**src/rtl/vga_pattern_gen_if.sv**
```systemverilog
// Pixel-stream bundle between the VGA timing counter, the pattern generator and the DAC.
// The timing side drives position/blanking; the generator returns registered colour and DE.
interface vga_pattern_gen_if;
   logic        IAA;
   logic        VS;
   logic [10:0] HCNT;
   logic [10:0] VCNT;
   logic [7:0]  R;
   logic [7:0]  G;
   logic [7:0]  B;
   logic        DE;

   modport master (output IAA, VS, HCNT, VCNT, input  R, G, B, DE);
   modport slave  (input  IAA, VS, HCNT, VCNT, output R, G, B, DE);
endinterface

```
**src/rtl/vga_pattern_gen.sv**
```systemverilog
// VGA test-pattern generator: vertical/horizontal bars, checkerboard, bars with a moving square.
// Two register stages from timing inputs to RGB/DE; mode and square position change only at frame start.
module vga_pattern_gen #(
   parameter int H_VISIBLE = 640,
   parameter int V_VISIBLE = 480,
   parameter int NUM_BARS  = 8,
   parameter int CHK_LOG2  = 5,
   parameter int SQ_SIZE   = 64,
   parameter int SQ_Y0     = 208,
   parameter int SQ_STEP   = 4
) (
   input  logic             CLK,
   input  logic             rst,
   vga_pattern_gen_if.slave vga,
   input  logic [1:0]       MODE,
   input  logic             MOVE_N,
   input  logic [8:0]       SQ_COLOR
);

   typedef enum logic [1:0] {
      MODE_VBARS  = 2'd0,
      MODE_HBARS  = 2'd1,
      MODE_CHECK  = 2'd2,
      MODE_SQUARE = 2'd3
   } mode_e;

   localparam int BAR_W = H_VISIBLE / NUM_BARS;
   localparam int BAR_H = V_VISIBLE / NUM_BARS;

   // Frame control state
   logic        vs_q, vs_d;
   logic        mv_meta_q, mv_meta_d;
   logic        mv_sync_q, mv_sync_d;
   mode_e       mode_q, mode_d;
   logic [10:0] sq_x_q, sq_x_d;

   // Stage 1
   logic [3:0]  vidx_q, vidx_d;
   logic [3:0]  hidx_q, hidx_d;
   logic        chk_q, chk_d;
   logic        insq_q, insq_d;
   logic        iaa_q, iaa_d;

   // Stage 2
   logic [7:0]  r_q, r_d;
   logic [7:0]  g_q, g_d;
   logic [7:0]  b_q, b_d;
   logic        de_q, de_d;

   logic        tick;
   logic [11:0] sq_nxt;
   logic [10:0] vquot, hquot;
   logic [11:0] h12, v12, x12;
   logic [3:0]  sel_idx;
   logic [2:0]  on;
   logic [7:0]  lvl;

   // NOTE: every variable assigned here gets a default first, so no path leaves one unassigned and no latch is inferred.
   always_comb begin
      vs_d      = vga.VS;
      mv_meta_d = MOVE_N;
      mv_sync_d = mv_meta_q;
      mode_d    = mode_q;
      sq_x_d    = sq_x_q;

      // vs_q resets to 0, so a high VS after reset release cannot look like a falling edge.
      tick   = vs_q & ~vga.VS;
      sq_nxt = {1'b0, sq_x_q} + 12'(SQ_STEP);
      if (tick) begin
         mode_d = mode_e'(MODE);
         if (!mv_sync_q) begin
            if (sq_nxt + 12'(SQ_SIZE) > 12'(H_VISIBLE)) sq_x_d = '0;
            else                                        sq_x_d = sq_nxt[10:0];
         end
      end

      vquot  = vga.HCNT / 11'(BAR_W);
      hquot  = vga.VCNT / 11'(BAR_H);
      vidx_d = (vquot > 11'(NUM_BARS - 1)) ? 4'(NUM_BARS - 1) : vquot[3:0];
      hidx_d = (hquot > 11'(NUM_BARS - 1)) ? 4'(NUM_BARS - 1) : hquot[3:0];
      chk_d  = vga.HCNT[CHK_LOG2] ^ vga.VCNT[CHK_LOG2];
      h12    = {1'b0, vga.HCNT};
      v12    = {1'b0, vga.VCNT};
      x12    = {1'b0, sq_x_q};
      insq_d = (h12 >= x12) && (h12 < x12 + 12'(SQ_SIZE)) &&
               (v12 >= 12'(SQ_Y0)) && (v12 < 12'(SQ_Y0 + SQ_SIZE));
      iaa_d  = vga.IAA;

      sel_idx = (mode_q == MODE_HBARS) ? hidx_q : vidx_q;
      unique case (sel_idx[2:0])
         3'd0:    on = 3'b111;
         3'd1:    on = 3'b110;
         3'd2:    on = 3'b011;
         3'd3:    on = 3'b010;
         3'd4:    on = 3'b101;
         3'd5:    on = 3'b100;
         3'd6:    on = 3'b001;
         default: on = 3'b000;
      endcase
      // Bars 8..15 repeat the palette at half brightness.
      lvl = sel_idx[3] ? 8'h7F : 8'hFF;
      r_d = on[2] ? lvl : 8'h00;
      g_d = on[1] ? lvl : 8'h00;
      b_d = on[0] ? lvl : 8'h00;
      if (mode_q == MODE_CHECK) begin
         r_d = chk_q ? 8'hFF : 8'h00;
         g_d = chk_q ? 8'hFF : 8'h00;
         b_d = chk_q ? 8'hFF : 8'h00;
      end
      if (mode_q == MODE_SQUARE && insq_q) begin
         r_d = {SQ_COLOR[8:6], 5'b0};
         g_d = {SQ_COLOR[5:3], 5'b0};
         b_d = {SQ_COLOR[2:0], 5'b0};
      end
      if (!iaa_q) begin
         r_d = 8'h00;
         g_d = 8'h00;
         b_d = 8'h00;
      end
      de_d = iaa_q;
   end

   // NOTE: state registers use non-blocking assignments so every flop samples pre-edge values.
   always_ff @(posedge CLK or negedge rst) begin
      if (!rst) begin
         vs_q      <= 1'b0;
         mv_meta_q <= 1'b1;
         mv_sync_q <= 1'b1;
         mode_q    <= MODE_VBARS;
         sq_x_q    <= '0;
         vidx_q    <= '0;
         hidx_q    <= '0;
         chk_q     <= 1'b0;
         insq_q    <= 1'b0;
         iaa_q     <= 1'b0;
         r_q       <= '0;
         g_q       <= '0;
         b_q       <= '0;
         de_q      <= 1'b0;
      end else begin
         vs_q      <= vs_d;
         mv_meta_q <= mv_meta_d;
         mv_sync_q <= mv_sync_d;
         mode_q    <= mode_d;
         sq_x_q    <= sq_x_d;
         vidx_q    <= vidx_d;
         hidx_q    <= hidx_d;
         chk_q     <= chk_d;
         insq_q    <= insq_d;
         iaa_q     <= iaa_d;
         r_q       <= r_d;
         g_q       <= g_d;
         b_q       <= b_d;
         de_q      <= de_d;
      end
   end

   assign vga.R  = r_q;
   assign vga.G  = g_q;
   assign vga.B  = b_q;
   assign vga.DE = de_q;

endmodule

```
**src/flat_wrapper.sv**
```systemverilog
// flat-port wrapper written by rule: the top's interface ports become plain ports
module vga_pattern_gen_flat 
#(
   parameter int H_VISIBLE = 640,
   parameter int V_VISIBLE = 480,
   parameter int NUM_BARS  = 8,
   parameter int CHK_LOG2  = 5,
   parameter int SQ_SIZE   = 64,
   parameter int SQ_Y0     = 208,
   parameter int SQ_STEP   = 4
)
  (CLK, rst, MODE, MOVE_N, SQ_COLOR, vga_IAA, vga_VS, vga_HCNT, vga_VCNT, vga_R, vga_G, vga_B, vga_DE);
  vga_pattern_gen_if vga_i ();
  input  logic CLK;
  input  logic rst;
  input  logic [1:0] MODE;
  input  logic MOVE_N;
  input  logic [8:0] SQ_COLOR;
  input wire logic [$bits(vga_i.IAA)-1:0] vga_IAA;
  input wire logic [$bits(vga_i.VS)-1:0] vga_VS;
  input wire logic [$bits(vga_i.HCNT)-1:0] vga_HCNT;
  input wire logic [$bits(vga_i.VCNT)-1:0] vga_VCNT;
  output wire logic [$bits(vga_i.R)-1:0] vga_R;
  output wire logic [$bits(vga_i.G)-1:0] vga_G;
  output wire logic [$bits(vga_i.B)-1:0] vga_B;
  output wire logic [$bits(vga_i.DE)-1:0] vga_DE;
  assign vga_i.IAA = vga_IAA;
  assign vga_i.VS = vga_VS;
  assign vga_i.HCNT = vga_HCNT;
  assign vga_i.VCNT = vga_VCNT;
  assign vga_R = vga_i.R;
  assign vga_G = vga_i.G;
  assign vga_B = vga_i.B;
  assign vga_DE = vga_i.DE;
  vga_pattern_gen #(.H_VISIBLE(H_VISIBLE), .V_VISIBLE(V_VISIBLE), .NUM_BARS(NUM_BARS), .CHK_LOG2(CHK_LOG2), .SQ_SIZE(SQ_SIZE), .SQ_Y0(SQ_Y0), .SQ_STEP(SQ_STEP)) u_core (.CLK(CLK), .rst(rst), .vga(vga_i), .MODE(MODE), .MOVE_N(MOVE_N), .SQ_COLOR(SQ_COLOR));
endmodule
```
**config.mk**
```make
export PLATFORM = sky130hd
export DESIGN_NAME = vga_pattern_gen_flat
export DESIGN_NICKNAME = d
export VERILOG_FILES = /design/src/rtl/vga_pattern_gen_if.sv /design/src/rtl/vga_pattern_gen.sv /design/src/flat_wrapper.sv
export SDC_FILE = /design/constraint.sdc
export NUM_CORES = 1
export LEC_CHECK = 0
export BUFFER_PORTS_ARGS = -buffer_cell sky130_fd_sc_hd__buf_2
export CAP_MARGIN = 20
export CORE_MARGIN = 5
export CORE_UTILIZATION = 60
export DETAILED_ROUTE_END_ITERATION = 7
export HOLD_SLACK_MARGIN = 0.03
export PLACE_DENSITY = 0.87
export SYNTH_ARGS = -nofsm -noshare
export SYNTH_HDL_FRONTEND = slang
export SYNTH_SLANG_ARGS = --single-unit
```
**constraint.sdc**
```tcl
create_clock -name CLK -period 4.1 [get_ports CLK]
set_input_delay 0.41 -clock CLK [delete_from_list [all_inputs] [get_ports CLK]]
set_output_delay 0.41 -clock CLK [all_outputs]
set_load 0.005 [all_outputs]
```
==> results of run 1 <==
==> power groups by stage <==
stage / Combinational, mW / Sequential [mW] / Clock, mW
3_3_place_gp: 0.387 / 0.484 / 0
3_5_place_dp: 0.408 / 0.489 / 0
2_1_floorplan: 0.347 / 0.452 / 0
5_1_grt: 0.477 / 0.491 / 0.401
6_report: 0.418 / 0.482 / 0.380
4_1_cts: 0.417 / 0.481 / 0.385
==> cell families after synthesis <==
group | synth area share [%]
mux | 3.46
other cells | 0.126
buf+inv | 8.77
fa+ha+maj | 8.39
xor+xnor | 5.60
simple gates | 17.4
flops | 32.1
compound gates | 24.2
==> registers in the layout, summed over array words and instances, names as in the netlist <==
register and count:
u_core.sq_x_q 9, u_core.hidx_q 4, u_core.vga.B 4, u_core.vga.G 4
u_core.vga.R 4, u_core.vidx_q 4, u_core.mode_q 2, u_core.chk_q 1
u_core.de_d 1, u_core.insq_q 1, u_core.mv_meta_q 1, u_core.mv_sync_q 1
u_core.vga.DE 1, u_core.vs_q 1
==> through the flow <==
step | utilization (%) | setup slack, ns | std cells | power [mW] | hold slack, ns
2_1_floorplan | - | 1.93 | 329 | 0.799 | 0.114
3_3_place_gp | 66.6 | 1.66 | 426 | 0.871 | 0.347
3_5_place_dp | 66.6 | 1.54 | 426 | 0.897 | 0.357
4_1_cts | 69.4 | 1.55 | 434 | 1.28 | 0.208
5_1_grt | 69.4 | 1.29 | 434 | 1.37 | 0.205
6_report | 69.4 | 1.52 | 434 | 1.28 | 0.202
==> Yosys cell counts (all sizes together) (6+ instances only) <==
cell	count
nand2b	8
xnor2	16
ha	19
dfrtp	36
inv	18
o211ai	6
mux2	7
nor3	7
buf	20
clkbuf	10
nor2	12
o21ai	23
nand3	9
nand2	24
o21a	15
and3	7
a21oi	12
nor2b	9
==> routing by layer <==
layer / share of wire (%) / track usage (%) / wire length (µm) / vias to the layer above
li1: - / - / - / 1248
met1: 43 / 25.2 / 2770 / 1170
met2: 48 / 35.8 / 3070 / 74
met3: 5.9 / 4.15 / 376 / 17
met4: 2.4 / 8.28 / 152 / 0
met5: 0 / 0 / 0 / -
==> worst reg2reg max path: cells and delay by family (launching register included) <==
| family | cells | cell delay, ns |
|---|---|---|
| compound gates | 4 | 0.98 |
| fa+ha+maj | 2 | 0.51 |
| flops | 1 | 0.45 |
| xor+xnor | 1 | 0.27 |
| simple gates | 1 | 0.24 |
| buf+inv | 1 | 0.07 |
==> worst max-delay path by stage <==
stage | cells after the start | slack [ns] | end | start
detailed placement | 8 | 1.54 | u_core.sq_x_q[10] | u_core.sq_x_q[2]
global route | 9 | 1.29 | u_core.sq_x_q[9] | u_core.sq_x_q[2]
CTS | 10 | 1.55 | u_core.sq_x_q[9] | u_core.sq_x_q[4]
finish | 9 | 1.52 | u_core.sq_x_q[9] | u_core.sq_x_q[2]
floorplan | 8 | 1.93 | u_core.hidx_q[1] | vga_VCNT[10]
global placement | 10 | 1.66 | u_core.sq_x_q[4] | u_core.sq_x_q[4]
==> area by class of cell <==
type / count / area, µm² / share of cell area [%]
Clock buffer: 5 / 68.8 / 2.08
Inverter: 18 / 67.6 / 2.05
Clock inverter: 3 / 68.8 / 2.08
Timing Repair Buffer: 60 / 300 / 9.09
Sequential cell: 38 / 953 / 28.9
Tap cell: 67 / 83.8 / 2.54
Multi-Input combinational cell: 243 / 1760 / 53.3
==> results.txt, run 1 <==
At the pin with the least slew margin, the transition time is 0.798 ns. The critical setup path kind is register to register. The number of levels the H-tree was split into is 2.

The total placed instance area came out at 3160 µm². Leaving out fill and tap cells, the most frequent cell in the layout is sky130_fd_sc_hd__buf_2. The buffers inserted during post-CTS setup optimization is 0. The final layout contains routed wiring with a total length of 6.36 mm. The signal arrival time at the worst endpoint is 2.81 ns. The max-cap violation count is 0. The cell seen most often among critical-path stages is sky130_fd_sc_hd__ha_1. The boundary pin count came out at 63.

The total die area is 6460 µm². A synthesized cell averages 9.05 µm². The clock latency reported for the late side of the worst-skew pair came out at 0.29 ns. The number of gates resized after cts is 0.

The cell depth of the worst flop-to-flop path came out at 9. The worst setup path is launched from a register. The number of DRC violations after detailed-routing iteration 0 came out at 146. The maximum cell stage delay along the critical path is 0.45 ns. The clock-pin slew reported for the worst setup and hold paths after clock tree synthesis came out at 0.08 ns. The cell count after synthesis came out at 328. The post-route minimum period came out at 2.58 ns. The required time of the critical path came out at 4.33 ns. The internal power summed over all cells came out at 851 µW.

The signal on the critical path passes through ha_1 > nand3_1 > xnor2_1 > ha_1 > inv_1 > o41ai_2 > o211ai_2 > a21oi_1 > a21o_1. CTS saw 38 sinks. In this run the tightest slew margin relative to its limit is 46.8%.

The width of the chip came out at 80.3 µm. The effective utilization at floorplan is 62.4%. The global placer's final weighted congestion came out at 0.882.

Setup repair after global routing left no endpoint under its margin. The share of total power consumed by net switching came out at 33.5%. The number of I/O port buffers came out at 60. The number of nets in the finished design came out at 423. The sequential share of the synthesized area is 32.1%. sky130_fd_sc_hd__dfrtp_1 takes more of the synthesized area than any other cell. Among all stages on the critical path, the largest delay is contributed by sky130_fd_sc_hd__dfrtp_1.

The number of rows created at floorplan is 25. The number of storage elements in the synthesis netlist is 38. After clock tree synthesis, the flow added hold-fix buffers numbering 0. The pin count of the biggest net entering global routing came out at 39. Among all flip-flop cells after synthesis, the most frequent one is sky130_fd_sc_hd__dfrtp_1. The worst path uses 62.9% of the clock period. The element type at the critical path end is a register. Between clock sinks in the finished design, the worst skew comes to 0.00637 ns. The run finished with clean final reports. The number of global-route vias before repair is 2379. The cell area after layout is 3300 µm². The layout-stage area growth over the synthesis result came out at 11.2%. The part of the power in the clock network is 29.7%. The total routing resource utilization after global routing is 20.8%.

The maximum VDD drop is 0.215 mV. For this run, asynchronously set or reset flops after synthesis account for 100%. The total grt overflow came out at 0. The number of buffer and inverter stages on the critical path came out at 1.

The final HPWL from detailed placement is 4.78 mm. Derived from the worst setup path, the maximum achievable clock frequency is 388 MHz. The initial antenna violation count is 0. The root buffer selected by CTS is sky130_fd_sc_hd__clkbuf_8. Dividing the detail-routed via count by the number of cells gives 5.78. The number of pins exceeding their max-slew limit in the final report is 0. The first-pass iteration count of the detailed router came out at 4.

The number of failing hold endpoints at the final stage is 0. The share of total power dissipated in sequential elements is 37.7%. The number of enable flip-flop cells after synthesis came out at 0. The combinational share of power came out at 32.7%. The filler cell count in the final layout came out at 376.

In the layout the commonest cells are sky130_fd_sc_hd__buf_2 (60), sky130_fd_sc_hd__dfrtp_1 (36), sky130_fd_sc_hd__nand2_1 (23), sky130_fd_sc_hd__ha_1 (19). The overall via count from detail_route is 2509. The height of the die came out at 80.3 µm.

For this run, the number of Yosys warnings is 0. The number of antenna diodes came out at 0. For the final routed database, the setup TNS stands at 0 ns. The leakage power summed over all cells came out at 1.49 nW. The count of nets left with antenna violations after detail routing came out at 0.

The number of buffers between clock root and the deepest sink is 2. By area the synthesized netlist is led by sky130_fd_sc_hd__dfrtp_1 (30%), sky130_fd_sc_hd__ha_1 (8.0%), sky130_fd_sc_hd__xnor2_1 (4.7%). The proportion of layout cells with a drive suffix above 1 is 25.6%. In this run the power density over the cells is 388 nW/µm².

Of all nets on the critical path, the largest fanout is 9. The number of buffers inserted during clock tree synthesis is 5. The internal reg-to-reg setup slack came out at 1.52 ns. The post-route DRC violation count is 0. The top-area cell type share of the netlist area is 30.3%. The first global-routing pass estimated 10.7 mm of wire. After synthesis, the netlist uses 61 different library cells. The tightest min-delay check is of the primary input to async pin type. The routed wire length per instance came out at 14.7 µm. The worst register-to-register path begins at u_core.sq_x_q[2]. The kind of cell with the highest combined delay along the critical path is compound AO/OA/AOI/OAI gates. In this run the standard cell core region covers 4750 µm². The clock tree from TritonCTS is built. The post-synth design cell area came out at 2970 µm².

The switching power is 429 µW. The worst register-to-register path ends at u_core.sq_x_q[9]. The number of setup violations in the final report is 0.
(Power assumes the default switching activity.)
==> inputs of run 2 (changes only) <==
--- a/config.mk
+++ b/config.mk
@@ -8,10 +8,10 @@
 export BUFFER_PORTS_ARGS = -buffer_cell sky130_fd_sc_hd__buf_2
 export CAP_MARGIN = 20
 export CORE_MARGIN = 5
-export CORE_UTILIZATION = 60
+export CORE_UTILIZATION = 50
 export DETAILED_ROUTE_END_ITERATION = 7
 export HOLD_SLACK_MARGIN = 0.03
-export PLACE_DENSITY = 0.87
+export PLACE_DENSITY = 0.77
 export SYNTH_ARGS = -nofsm -noshare
 export SYNTH_HDL_FRONTEND = slang
 export SYNTH_SLANG_ARGS = --single-unit
==> constraint.sdc (replaced) <==
create_clock -name CLK -period 2.3 [get_ports CLK]
set_input_delay 0.23 -clock CLK [delete_from_list [all_inputs] [get_ports CLK]]
set_output_delay 0.23 -clock CLK [all_outputs]
set_load 0.005 [all_outputs]
==> run 2 against run 1 <==
Register-to-register slack lost 1.6 ns. Sequential power increased by 71%. Global-route usage down 2.4 points. Highest routed layer unchanged. Count of clock-buffer cells in the layout grew 1. The run now ends with setup timing left. Combinational power is 140% higher. Hold slack lost 0.17 ns. Clock skew is 0.016 ns higher. Critical path depth decreased by 1.
==> results.txt, run 2 (synthesis gave the netlist of run 1 again) <==
The internal reg-to-reg setup slack is -0.09 ns (-1.61 ns). The number of antenna diodes came to 0 (unchanged). The routed wire length per instance came out at 15.6 µm (+6.3%).

The mean number of vias per cell is 5.71 (-1.2%). The library cells used most frequently in the layout, excluding fill and tap cells, are sky130_fd_sc_hd__buf_2 (60), sky130_fd_sc_hd__dfrtp_1 (35), sky130_fd_sc_hd__buf_4 (25), sky130_fd_sc_hd__nand2_1 (23). The global placer's final weighted congestion is 0.839 (-4.8%). The worst-case clock skew is 0.0220 ns (+0.0157 ns). The cell depth of the worst flop-to-flop path is 8 (-1). The endpoint identified for the worst register-to-register timing path is u_core.sq_x_q[7]. The final HPWL from detailed placement was 5.11 mm (+6.9%). The number of rows created at floorplan is 28 (+12%). The post-route DRC violation count is 0 (unchanged).

The library cell used most frequently in the layout, excluding fill and tap cells, is sky130_fd_sc_hd__buf_2. More flip-flops sit in one register than any other, and that register is u_core.sq_x_q. The post-route minimum period came to 2.39 ns (-0.187 ns).

Clock tree synthesis selected as its root buffer the cell sky130_fd_sc_hd__clkbuf_8. The maximum cell stage delay along the critical path came to 0.41 ns (-0.04 ns). In this run the critical register-to-register path is launched from u_core.sq_x_q[3].

The clock latency reported for the late side of the worst-skew pair is 0.29 ns (about the same). The worst setup slack before clock tree synthesis came out at -0.118 ns (-1.66 ns). The number of I/O port buffers came out at 60 (unchanged). The flow ran to the end, but the final reports show violations.

The max-cap violation count came out at 0 (unchanged). The cell total after placement is 451 (+5.9%). The final total power is 2.32 mW (+81%). The height of the die is 87.1 µm (+8.4%). The number of nets in the finished design came out at 452 (+6.9%). The largest delay contributor family on the critical path is compound AO/OA/AOI/OAI gates. The signal arrival time at the worst endpoint came out at 2.57 ns (-0.24 ns).

The layout-stage area growth over the synthesis result is 22.3%. The highest net fanout along the worst path is 4 (-5). The number of levels the H-tree was split into was 2 (unchanged). The worst setup slack after layout is -0.0909 ns (-1.61 ns). TritonCTS built the clock tree. The number of flip-flops in the largest register came out at 9 (unchanged). The clock-pin slew reported for the worst setup and hold paths after clock tree synthesis came out at 0.09 ns (about the same). The count of nets left with antenna violations after detail routing is 0 (unchanged).

The number of buffers inserted during clock tree synthesis is 5 (unchanged). The number of buffer and inverter stages on the critical path is 2 (+1). The signal on the critical path passes through ha_2 > buf_6 > nand4_1 > xnor2_2 > buf_4 > o41ai_4 > o211ai_1 > o31ai_1. The achievable clock frequency came out at 418 MHz (+7.8%). The maximum VDD drop came out at 0.362 mV (+69%). The worst setup path is captured at a register.

The total routing resource utilization after global routing was 18.4% (-2.4 points). The cell area after layout came out at 3630 µm² (+10%). The boundary pin count is 63 (unchanged). Setup repair after global routing could not meet its margin everywhere. The total die area came to 7580 µm² (+17%). The required time of the critical path is 2.48 ns (-1.85 ns). The proportion of layout cells with a drive suffix above 1 was 35.6% (+10 points). The total placed instance area is 3300 µm² (+4.3%). The total grt overflow was 0 (unchanged). The count of non-filler cells in the finished layout is 471 (+8.5%). The effective utilization at floorplan is 50.7% (-12 points). The first-pass iteration count of the detailed router came out at 4 (unchanged). The slew of the pin with the lowest slew margin is 0.821 ns (+0.0226 ns). The overall via count from detail_route came out at 2689 (+7.2%). The number of global-route vias before repair was 2473 (+4.0%). The slowest stage of the critical path belongs to the cell sky130_fd_sc_hd__dfrtp_1. The area of the placeable core came out at 5850 µm² (+23%).

The critical setup path kind is register to register. The first-pass GRT wire length is 11.4 mm (+7.1%). The final wirelength was 7.34 mm (+15%). The leakage power summed over all cells came out at 1.63 nW (+9.6%). The number of buffers between clock root and the deepest sink came to 2 (unchanged). The number of pins exceeding their max-slew limit in the final report is 0 (unchanged). The path class of the tightest hold or removal check is primary input to async pin. The checks that failed: setup timing.

The final cycle utilization of the critical path is 104% (+41 points). The number of setup violations in the final report is 2 (+2). The initial antenna violation count came out at 0 (unchanged). The number of failing hold endpoints at the final stage came to 0 (unchanged). The pin count of the biggest net entering global routing came out at 39 (unchanged). The total power per unit cell area is 639 nW/µm² (+65%).

STA classifies the critical path startpoint as a register. The relative slew slack came out at 45.3% (-1.5 points). The logic depth of the worst setup path including buffers was 8 (-1). The number of sinks handled by clock tree synthesis is 38 (unchanged). The number of DRC violations after detailed-routing iteration 0 came out at 97 (-34%). The width of the chip came to 87.1 µm (+8.4%).
-- run 2: changes by cell type in the layout (fill, tap and decap cells not counted), sizes merged --
cell / previous run / this run
clkbuf: 5 / 6
buf: 60 / 87
clkinvlp: 0 / 1
dlygate4sd3: 0 / 1
o211ai: 6 / 7
bufinv: 2 / 0
-- run 2: worst max path at each step --
stage	from	endpoint
6_report	u_core.sq_x_q[3]	u_core.sq_x_q[7]
5_1_grt	u_core.sq_x_q[3]	u_core.sq_x_q[7]
4_1_cts	u_core.sq_x_q[3]	u_core.sq_x_q[9]
3_5_place_dp	u_core.sq_x_q[3]	u_core.sq_x_q[10]
3_3_place_gp	u_core.sq_x_q[3]	u_core.sq_x_q[7]
2_1_floorplan	u_core.sq_x_q[2]	u_core.sq_x_q[10]
-- run 2: final cells by class --
| class | count | area [µm²] |
|---|---|---|
| timing repair buffer | 88 | 520 |
| multi-input combinational | 244 | 1900 |
| clock buffer | 6 | 82.6 |
| tap | 75 | 93.8 |
| fill | 449 | 2220 |
| sequential | 38 | 955 |
| inverter | 18 | 67.6 |
| clock inverter | 2 | 12.5 |
-- run 2: per-stage QoR --
step           hold WS, ns  TNS, ns  utilization [%]
2_1_floorplan      -0.0656        0                -
3_3_place_gp         0.335        0             56.4
3_5_place_dp         0.339   -0.337             56.4
4_1_cts             0.0591        0             59.1
5_1_grt             0.0547   -0.649             62.1
6_report            0.0306  -0.0918             62.1
-- run 2: what timing repair did --
action,in CTS,in global routing
gates resized for setup,3,25
hold buffers,1,0
setup endpoints to repair,8,10
cloned,1,0
setup buffers,3,7
pin swaps,3,15
endpoints found under the hold margin,1,0
-- run 2: power by group --
group          leakage [nW]  total (mW)  internal (mW)  switching [mW]
registers             0.460       0.824          0.749          0.0755
logic                  1.13        1.02          0.477           0.540
clock network        0.0472       0.480          0.241           0.238
-- run 2: routing by layer --
layer	vias to the layer above	GRT usage (%)	wire, µm	share of wire, %
met5	-	0	0	0
met4	0	3.97	156	2.1
met3	12	2.74	487	6.6
met2	94	31.7	3550	48
met1	1271	24.2	3150	43
li1	1312	-	-	-
